[src/rtl/uart_msg_arbiter_if.sv]
// rtl/uart_msg_arbiter_if.sv - source/sink stream bundle around uart_msg_arbiter
//
// Groups every handshake and status signal of the arbiter.
//   slave  modport : the arbiter's view (sources in, uart_tx sink out, status out)
//   master modport : the surrounding system's view (drives sources and m_tready)
// Signals:
//   s_tdata  [N_SRC*N_BITS] source bytes, source k at [k*N_BITS +: N_BITS]
//   s_tvalid/s_tlast/s_tready [N_SRC] per-source handshake
//   m_tdata/m_tvalid/m_tready shared byte stream towards uart_tx
//   grant [GW] current or last owner, busy, msg_done, abort status
interface uart_msg_arbiter_if #(
    parameter int N_SRC  = 2,
    parameter int N_BITS = 8
);
    localparam int GW = (N_SRC > 1) ? $clog2(N_SRC) : 1;

    logic [N_SRC*N_BITS-1:0] s_tdata;
    logic [N_SRC-1:0]        s_tvalid;
    logic [N_SRC-1:0]        s_tlast;
    logic [N_SRC-1:0]        s_tready;
    logic [N_BITS-1:0]       m_tdata;
    logic                    m_tvalid;
    logic                    m_tready;
    logic [GW-1:0]           grant;
    logic                    busy;
    logic                    msg_done;
    logic                    abort;

    modport slave (
        input  s_tdata, s_tvalid, s_tlast, m_tready,
        output s_tready, m_tdata, m_tvalid, grant, busy, msg_done, abort
    );

    modport master (
        output s_tdata, s_tvalid, s_tlast, m_tready,
        input  s_tready, m_tdata, m_tvalid, grant, busy, msg_done, abort
    );
endinterface

[src/rtl/uart_msg_arbiter.sv]
// rtl/uart_msg_arbiter.sv - round-robin, message-granular arbiter sharing one uart_tx stream
//
// A source keeps the grant from its first byte until its tlast byte is accepted,
// so messages never interleave. A grant is also dropped after MAX_LEN bytes or
// after TIMEOUT consecutive cycles with the owner's s_tvalid low (watchdog).
// Ports:
//   clk        single rising-edge clock
//   rst_n      asynchronous active-low reset
//   bus.slave  s_tdata/s_tvalid/s_tlast in, s_tready out (per source);
//              m_tdata/m_tvalid out, m_tready in (towards uart_tx);
//              grant, busy, msg_done, abort status out
module uart_msg_arbiter #(
    parameter int N_SRC   = 2,
    parameter int N_BITS  = 8,
    parameter int TIMEOUT = 1_000_000,
    parameter int MAX_LEN = 64
) (
    input  logic              clk,
    input  logic              rst_n,
    uart_msg_arbiter_if.slave bus
);
    localparam int GW = (N_SRC > 1) ? $clog2(N_SRC) : 1;
    localparam int SW = ($clog2(TIMEOUT + 1) > 1) ? $clog2(TIMEOUT + 1) : 1;
    localparam int BW = ($clog2(MAX_LEN + 1) > 1) ? $clog2(MAX_LEN + 1) : 1;

    // The release fires when the counter already holds limit-1 and the
    // current cycle completes the limit.
    localparam logic [SW-1:0] STALL_LIM = (TIMEOUT == 0) ? SW'(0) : SW'(TIMEOUT - 1);
    localparam logic [BW-1:0] LEN_LIM   = BW'(MAX_LEN - 1);
    localparam logic [BW-1:0] LEN_SAT   = BW'(MAX_LEN);

    typedef enum logic {IDLE, XFER} state_t;

    state_t            state;
    logic [GW-1:0]     grant_q;
    logic [GW-1:0]     last_q;
    logic [SW-1:0]     stall_cnt;
    logic [BW-1:0]     byte_cnt;
    logic              msg_done_q;
    logic              abort_q;

    logic              xfer;
    logic              hs;
    logic              any_req;
    logic [N_BITS-1:0] cur_data;
    logic              cur_valid;
    logic              cur_last;
    logic [N_SRC-1:0]  tready_c;
    logic              found_hi;
    logic              found_lo;
    logic [GW-1:0]     win_hi;
    logic [GW-1:0]     win_lo;
    logic [GW-1:0]     winner;

    assign xfer    = (state == XFER);
    assign any_req = |bus.s_tvalid;
    assign hs      = xfer & cur_valid & bus.m_tready;

    // Data path: plain mux of the granted source, no pipeline register.
    always_comb begin
        cur_data  = '0;
        cur_valid = 1'b0;
        cur_last  = 1'b0;
        tready_c  = '0;
        for (int i = 0; i < N_SRC; i++) begin
            if (GW'(i) == grant_q) begin
                cur_data    = bus.s_tdata[i*N_BITS +: N_BITS];
                cur_valid   = bus.s_tvalid[i];
                cur_last    = bus.s_tlast[i];
                tready_c[i] = xfer & bus.m_tready;
            end
        end
    end

    // Round-robin pick: the lowest requester above last_q wins; if there is
    // none, the scan wraps and the lowest requester overall wins.
    always_comb begin
        found_hi = 1'b0;
        found_lo = 1'b0;
        win_hi   = '0;
        win_lo   = '0;
        for (int i = 0; i < N_SRC; i++) begin
            if (bus.s_tvalid[i] && (i > int'(last_q)) && !found_hi) begin
                found_hi = 1'b1;
                win_hi   = GW'(i);
            end
            if (bus.s_tvalid[i] && !found_lo) begin
                found_lo = 1'b1;
                win_lo   = GW'(i);
            end
        end
        winner = found_hi ? win_hi : win_lo;
    end

    always_ff @(posedge clk or negedge rst_n) begin
        if (!rst_n) begin
            state      <= IDLE;
            grant_q    <= '0;
            last_q     <= GW'(N_SRC - 1);
            stall_cnt  <= '0;
            byte_cnt   <= '0;
            msg_done_q <= 1'b0;
            abort_q    <= 1'b0;
        end else begin
            msg_done_q <= 1'b0;
            abort_q    <= 1'b0;
            case (state)
                IDLE: begin
                    if (any_req) begin
                        grant_q   <= winner;
                        state     <= XFER;
                        stall_cnt <= '0;
                        byte_cnt  <= '0;
                    end
                end
                XFER: begin
                    if (hs && (byte_cnt != LEN_SAT)) begin
                        byte_cnt <= byte_cnt + 1'b1;
                    end
                    // Only a missing source byte is a stall; m_tready low is not.
                    if (cur_valid) begin
                        stall_cnt <= '0;
                    end else if (stall_cnt != '1) begin
                        stall_cnt <= stall_cnt + 1'b1;
                    end
                    // tlast takes priority so a message ending exactly at
                    // MAX_LEN completes normally.
                    if (hs && cur_last) begin
                        state      <= IDLE;
                        last_q     <= grant_q;
                        msg_done_q <= 1'b1;
                    end else if (hs && (byte_cnt == LEN_LIM)) begin
                        state   <= IDLE;
                        last_q  <= grant_q;
                        abort_q <= 1'b1;
                    end else if ((TIMEOUT != 0) && !cur_valid && (stall_cnt == STALL_LIM)) begin
                        state   <= IDLE;
                        last_q  <= grant_q;
                        abort_q <= 1'b1;
                    end
                end
                default: state <= IDLE;
            endcase
        end
    end

    assign bus.m_tdata  = xfer ? cur_data : '0;
    assign bus.m_tvalid = xfer & cur_valid;
    assign bus.s_tready = tready_c;
    assign bus.grant    = grant_q;
    assign bus.busy     = xfer;
    assign bus.msg_done = msg_done_q;
    assign bus.abort    = abort_q;
endmodule

[src/flat_wrapper.sv]
// flat-port wrapper written by rule: the top's interface ports become plain ports
module uart_msg_arbiter_flat 
#(
    parameter int N_SRC   = 2,
    parameter int N_BITS  = 8,
    parameter int TIMEOUT = 1_000_000,
    parameter int MAX_LEN = 64
)
  (clk, rst_n, bus_s_tdata, bus_s_tvalid, bus_s_tlast, bus_m_tready, bus_s_tready, bus_m_tdata, bus_m_tvalid, bus_grant, bus_busy, bus_msg_done, bus_abort);
  uart_msg_arbiter_if #(.N_SRC(N_SRC), .N_BITS(N_BITS)) bus_i ();
  input  logic clk;
  input  logic rst_n;
  input wire logic [$bits(bus_i.s_tdata)-1:0] bus_s_tdata;
  input wire logic [$bits(bus_i.s_tvalid)-1:0] bus_s_tvalid;
  input wire logic [$bits(bus_i.s_tlast)-1:0] bus_s_tlast;
  input wire logic [$bits(bus_i.m_tready)-1:0] bus_m_tready;
  output wire logic [$bits(bus_i.s_tready)-1:0] bus_s_tready;
  output wire logic [$bits(bus_i.m_tdata)-1:0] bus_m_tdata;
  output wire logic [$bits(bus_i.m_tvalid)-1:0] bus_m_tvalid;
  output wire logic [$bits(bus_i.grant)-1:0] bus_grant;
  output wire logic [$bits(bus_i.busy)-1:0] bus_busy;
  output wire logic [$bits(bus_i.msg_done)-1:0] bus_msg_done;
  output wire logic [$bits(bus_i.abort)-1:0] bus_abort;
  assign bus_i.s_tdata = bus_s_tdata;
  assign bus_i.s_tvalid = bus_s_tvalid;
  assign bus_i.s_tlast = bus_s_tlast;
  assign bus_i.m_tready = bus_m_tready;
  assign bus_s_tready = bus_i.s_tready;
  assign bus_m_tdata = bus_i.m_tdata;
  assign bus_m_tvalid = bus_i.m_tvalid;
  assign bus_grant = bus_i.grant;
  assign bus_busy = bus_i.busy;
  assign bus_msg_done = bus_i.msg_done;
  assign bus_abort = bus_i.abort;
  uart_msg_arbiter #(.N_SRC(N_SRC), .N_BITS(N_BITS), .TIMEOUT(TIMEOUT), .MAX_LEN(MAX_LEN)) u_core (.clk(clk), .rst_n(rst_n), .bus(bus_i));
endmodule
[config.mk]
export PLATFORM = sky130hd
export DESIGN_NAME = uart_msg_arbiter_flat
export DESIGN_NICKNAME = d
export VERILOG_FILES = /design/src/rtl/uart_msg_arbiter_if.sv /design/src/rtl/uart_msg_arbiter.sv /design/src/flat_wrapper.sv
export SDC_FILE = /design/constraint.sdc
export NUM_CORES = 1
export LEC_CHECK = 0
export BUFFER_PORTS_ARGS = -buffer_cell sky130_fd_sc_hd__buf_2
export CAP_MARGIN = 20
export CORE_UTILIZATION = 45
export DETAILED_ROUTE_END_ITERATION = 10
export GPL_TIMING_DRIVEN = 0
export PLACE_DENSITY = 0.65
export SLEW_MARGIN = 5
export SYNTH_ARGS = -nofsm -noshare
export SYNTH_HDL_FRONTEND = slang
export SYNTH_SLANG_ARGS = --single-unit
[constraint.sdc]
create_clock -name clk -period 4 [get_ports clk]
set_input_delay 0.8 -clock clk [delete_from_list [all_inputs] [get_ports clk]]
set_output_delay 0.8 -clock clk [all_outputs]
set_load 0.01 [all_outputs]
# --- Yosys cells after proc, flatten, opt, wreduce, memory -nomap -nowiden ---
# Index checks and enable logic that the tools add are counted.
op_classes:
  addsub: 2
  multipliers: 0
  div_mod_pow: 0
  n_lt_le_gt_ge: 1
  n_eq_ne: 7
  shift: 0
  n_mux: 31
  n_bitwise: 4
  reduce_logical: 14
op_table:
  columns: ["operator", "count"]
  rows:
  - ["$mux W20", 3]
  - ["$pmux W20 S2", 1]
  - ["$mux W1", 21]
  - ["$add A20 B1 Y20 const B", 1]
  - ["$eq A20 B20 Y1 const B", 1]
  - ["$ne A20 B20 Y1 const B", 1]
  - ["$mux W8", 2]
  - ["$mux W7", 2]
  - ["$pmux W7 S2", 1]
  - ["$reduce_and A2 Y1", 4]
  - ["$add A7 B1 Y7 const B", 1]
  - ["$eq A7 B6 Y1 const B", 1]
  - ["$ne A7 B7 Y1 const B", 1]
  - ["$logic_and A1 B1 Y1", 6]
  - ["$and A1 B1 Y1", 3]
  - ["$ne A3 B3 Y1 const B", 1]
  - ["$reduce_bool A3 Y1", 1]
  - ["$logic_not A1 Y1", 2]
  - ["$ne A2 B1 Y1 const B", 1]
  - ["$ne A2 B2 Y1 const B", 1]
  - ["$pmux W1 S2", 1]
  - ["$reduce_or A2 Y1", 1]
  - ["$gt A1 B1 Y1 const A", 1]
  - ["$not A1 Y1", 1]
totals:
  reg_bits: 32
  latch_bits: 0
  ramBits: 0
  mem_bits_ro: 0
  input_bits: 23
  out_inout_bits: 15
  word_cells: 66
  n_memories: 0

# --- Longest topological paths before layout ---
depth:
  word_depth: 7
  ltp_mapped: 9
  ltp_nobuf: 6

# --- Least setup slack after synthesis ---
# OpenSTA, ideal clock, no wires.
synth_timing:
  kind: "input to register"
  startpoint: "input port bus_s_tvalid[1]"
  endpoint: "register u_core.last_q"
  setup_ns: 0.082
  t_arrival_ns: 1.954
  required_ns: 3.918
  slack_ns: 1.964
  stages: 5
  path_buffers: 0
  path_cell_list: "mux2i_2 -> or2_1 -> nor2_1 -> o31ai_1 -> mux2_2"
synth_via:
  elab_chain_cells: 6
  word_cells_on_any_way: 11
  cone_classes: "mux (3); bitwise (2); reduce/logical (6)"
synth_lines:
  columns: ["element", "line", "source"]
  rows:
  - ["start: declaration", "flat_wrapper.sv:14", "input wire logic [$bits(bus_i.s_tvalid)-1:0] bus_s_tvalid;"]
  - ["$mux W1 (*)", "uart_msg_arbiter.sv:66", "if (GW'(i) == grant_q) begin"]
  - ["$and A1 B1 Y1 (2 in series)", "uart_msg_arbiter.sv:57", "assign hs = xfer & cur_valid & bus.m_tready;"]
  - ["$logic_and A1 B1 Y1, on equally long branches", "uart_msg_arbiter.sv:132, uart_msg_arbiter.sv:128", null]
  - ["$reduce_bool A3 Y1 (no source line) / $mux W1 (equally long branches)", null, null]
  - ["$reduce_and A2 Y1 (no source line) / $mux W1 (equally long branches)", null, null]
  - ["end signal: assignment", "uart_msg_arbiter.sv:130", "last_q <= grant_q;"]
  - ["end signal: assignment", "uart_msg_arbiter.sv:134", "last_q <= grant_q;"]
  - ["end signal: assignment", "uart_msg_arbiter.sv:138", "last_q <= grant_q;"]
  - ["end: declaration", "uart_msg_arbiter.sv:36", "logic [GW-1:0] last_q;"]
# Every way passes the cells marked *; elsewhere a longest branch is shown, timed or not.
# A chain may end at the register's enable or synchronous reset.

# --- Final worst setup path ---
layout_timing:
  startpoint: "register u_core.grant_q, in the netlist u_core.bus.grant"
  endpoint: "output port bus_m_tdata[5]"
layout_via:
  elab_chain_cells: 2
layout_lines:
  columns: ["element", "line", "source"]
  rows:
  - ["start: declaration", "uart_msg_arbiter.sv:35", "logic [GW-1:0] grant_q;"]
  - ["start signal: assignment", "uart_msg_arbiter.sv:110", "grant_q <= winner;"]
  - ["$mux W8", "uart_msg_arbiter.sv:66", null]
  - ["$mux W8", "uart_msg_arbiter.sv:147", "assign bus.m_tdata = xfer ? cur_data : '0;"]
  - ["end: declaration", "flat_wrapper.sv:18", "output wire logic [$bits(bus_i.m_tdata)-1:0] bus_m_tdata;"]
# Every way passes these cells.

==> impl_metrics.tcl <==
set metrics [dict create \
    async_reset_ff_frac 1.00 \
    clkPwrFrac 0.217 \
    max_stage_delay_ps 440 \
    placed_cell_area_um2 2160 \
    synth_nets 239 \
    synth_flop_cell "dfrtp_1" \
    min_period_over_period 0.615 \
    post-synth-top-count-cell "dfrtp_1" \
    netSwitchingPower_mw 0.395 \
    cts_root_buf "clkbuf_8" \
    maxCapViolCount 0 \
    worstSetupStartpointType "flip-flop" \
    setup_violations 0 \
    grt_pass1_wl_um 7400 \
    cts.path.max_buffers 2 \
    syn_area_um2 1910 \
    rsz0062_at_grt "false" \
    critPathMaxFanout 10 \
    postCtsHoldBufs 0 \
    grt_overflow_total 0 \
    path_cells "buf_6, clkbuf_1, mux2i_1, nor2_1, buf_2" \
    syn_inst 213 \
    hold_viol 0 \
    ir_worst_vdd_v 0.000242 \
    ant_nets 0 \
    num_vias 1709 \
    pwr-share-comb 0.400 \
    drc 0 \
    pwr-share-seq 0.383 \
    synth_common_cells "dfrtp_1 (31), nor2_1 (26), nand2_1 (21)" \
    worst_slew_pin_slew_ps 903 \
    cts_num_sinks 32 \
    ys_ff_latch 32 \
    fin_ws_ps 1540 \
    dp_cells 300 \
    dieArea_um2 4510 \
    area_growth_syn_to_layout_pct 17.0 \
    grt_max_degree 33 \
    timing.critical_path.buf_inv 3 \
    start_util 0.475 \
    yosys_warnings 0 \
    die_h_um 67.2 \
    ios 38 \
    detail_route.wl_per_cell_um 14.2 \
    drive_above_1_share 0.233 \
    yosysUniqueCellTypes 42 \
    grt_usage 0.223 \
    max_freq_mhz 407 \
    slew_headroom 0.393 \
    run_status "finished, final reports clean" \
    drt_pass1_iterations 4 \
    antenna_cells 0 \
    port_buffers 37 \
    worst_clock_skew_ps 2.22 \
    slowest_stage "clkbuf_1" \
    place_ws_ps 1500 \
    gp_congestion 0.789 \
    post_cts_resized 0 \
    crit_family "buffers and inverters" \
    post_cts_buffers 0 \
    core_um2 4030 \
    hp-class "flip-flop to flip-flop" \
    power_density_nw_per_um2 477 \
    clk_pin_slew_ps 60 \
    hpwlAfterDp_um 3110 \
    slew_violations 0 \
    antenna_found_initial 0 \
    min_period_ps 2460 \
    fin_tns_setup_ps 0 \
    total_power_mw 1.07 \
    synth_top_area_frac 0.406 \
    stdcell_count 307 \
    die_w_um 67.2 \
    final_net_count 283 \
    grt_pass1_vias 1547 \
    synth_edf_count 0 \
    p_sw_frac 0.370 \
    row_count 23 \
    seq_area_frac_synth 0.420 \
    stdcell_area_um2 2240 \
    cp_data_arrival_time_ps 1660 \
    synth_area_leaders "dfrtp_1 (41%), a31oi_1 (5.2%), nor2_1 (5.1%)" \
    worstSkewPairLatency_ps 280 \
    crit_type "flip-flop to output port" \
    htreeDepth 2 \
    numCtsBuffers 5 \
    synth.avg_cell_area_um2 8.98 \
    cp-end-kind "output port" \
    viasPerCell 5.57 \
    p_int_mw 0.674 \
    cts_tree "done" \
    worstPathRequired_ps 3200 \
    synth_top_cell_by_area "dfrtp_1" \
    wl_um 4360 \
    drt_iter0_drc 93 \
    leakagePower_nw 1.05 \
]
## per-layer routing
metal	track usage	part of all wire	vias up
met4	0.0904	0.015	0
met5	0	0	-
li1	-	-	881
met3	0.0676	0.042	6
met2	0.304	0.44	34
met1	0.324	0.50	788
## metrics by stage
stage / utilization / hold slack (ps)
finish: 0.555 / 521
global route: 0.555 / 544
CTS: 0.555 / 525
detailed placement: 0.536 / 514
global placement: 0.536 / 515
floorplan: - / 471
## worst paths after layout
check	startpoint	to	slack [ps]	cells past startpoint
hold reg to reg	u_core.stall_cnt[18]$_DFFE_PN0P_	u_core.stall_cnt[18]$_DFFE_PN0P_	520	1
hold / removal	u_core.stall_cnt[18]$_DFFE_PN0P_	u_core.stall_cnt[18]$_DFFE_PN0P_	520	1
max in group asynchronous	rst_n	u_core.stall_cnt[16]$_DFFE_PN0P_	2980	1
setup / recovery	u_core.bus.grant$_DFFE_PN0P_	bus_m_tdata[5]	1540	5
setup reg to reg	u_core.stall_cnt[0]$_DFFE_PN0P_	u_core.stall_cnt[18]$_DFFE_PN0P_	1820	5
min in group asynchronous	rst_n	u_core.stall_cnt[10]$_DFFE_PN0P_	570	1
## registers in the layout, summed over array words and instances, names as in the netlist
| register | cells |
|---|---|
| u_core.last_q | 1 |
| u_core.bus.busy | 1 |
| u_core.stall_cnt | 20 |
| u_core.bus.grant | 1 |
| u_core.bus.msg_done | 1 |
| u_core.byte_cnt | 7 |
| u_core.bus.abort | 1 |
## layout by cell type (no fill, tap or decap), types with 2 or more instances in the layout
| master | synthesis | layout |
|---|---|---|
| a22o_1 | 2 | 2 |
| nand4_1 | 10 | 10 |
| ha_1 | 3 | 3 |
| clkbuf_1 | 3 | 4 |
| nor2_1 | 26 | 26 |
| inv_1 | 6 | 6 |
| dfrtp_1 | 31 | 31 |
| xor2_1 | 4 | 4 |
| and3_1 | 7 | 7 |
| nand2b_1 | 3 | 3 |
| nor4_1 | 3 | 3 |
| nor4_2 | 3 | 3 |
| a21oi_1 | 9 | 9 |
| nand2_1 | 21 | 21 |
| nand3_1 | 10 | 10 |
| o21ai_0 | 7 | 7 |
| mux2i_1 | 9 | 9 |
| nor2b_1 | 2 | 2 |
| buf_2 | 4 | 41 |
| buf_4 | 2 | 2 |
| o31ai_1 | 3 | 3 |
| clkbuf_8 | 0 | 5 |
| a41oi_1 | 4 | 4 |
| nor3_1 | 5 | 5 |
| a31oi_1 | 16 | 16 |
| and2_1 | 2 | 2 |
| buf_6 | 2 | 2 |
## power by group through the flow
stage	Clock, mW	Combinational [mW]	Sequential (mW)
global placement	0	0.426	0.415
finish	0.232	0.427	0.409
floorplan	0	0.303	0.412
global route	0.257	0.479	0.417
detailed placement	0	0.430	0.416
CTS	0.240	0.432	0.410
## cell type report
cell class | count | area, um2
inverter | 6 | 22.5
clock inverter | 1 | 5.00
multi-input combinational | 164 | 1020
buffer | 11 | 68.8
clock buffer | 6 | 72.6
sequential | 32 | 802
timing repair buffer | 37 | 185
tap | 50 | 62.6
fill | 385 | 1790
## worst register-to-register path: cells and delay by family, from the launching register on
kind,cells,cell delay [ps]
simple gates,3,1130
flops,1,410
compound gates,1,300
fa+ha+maj,1,230
## cell families (layout without fill, tap and decap cells)
kind of cell,after synthesis,count (layout),synth area share
AOI/OAI and AO/OA,50,50,0.177
xor gates and xnor gates,4,4,0.0183
adders and majority gates,3,3,0.0196
buffers and inverters,17,61,0.0478
DFF,32,32,0.420
muxes,11,11,0.0602
and+or+nand+nor,96,96,0.257
Power figures use the tool's default switching activity.
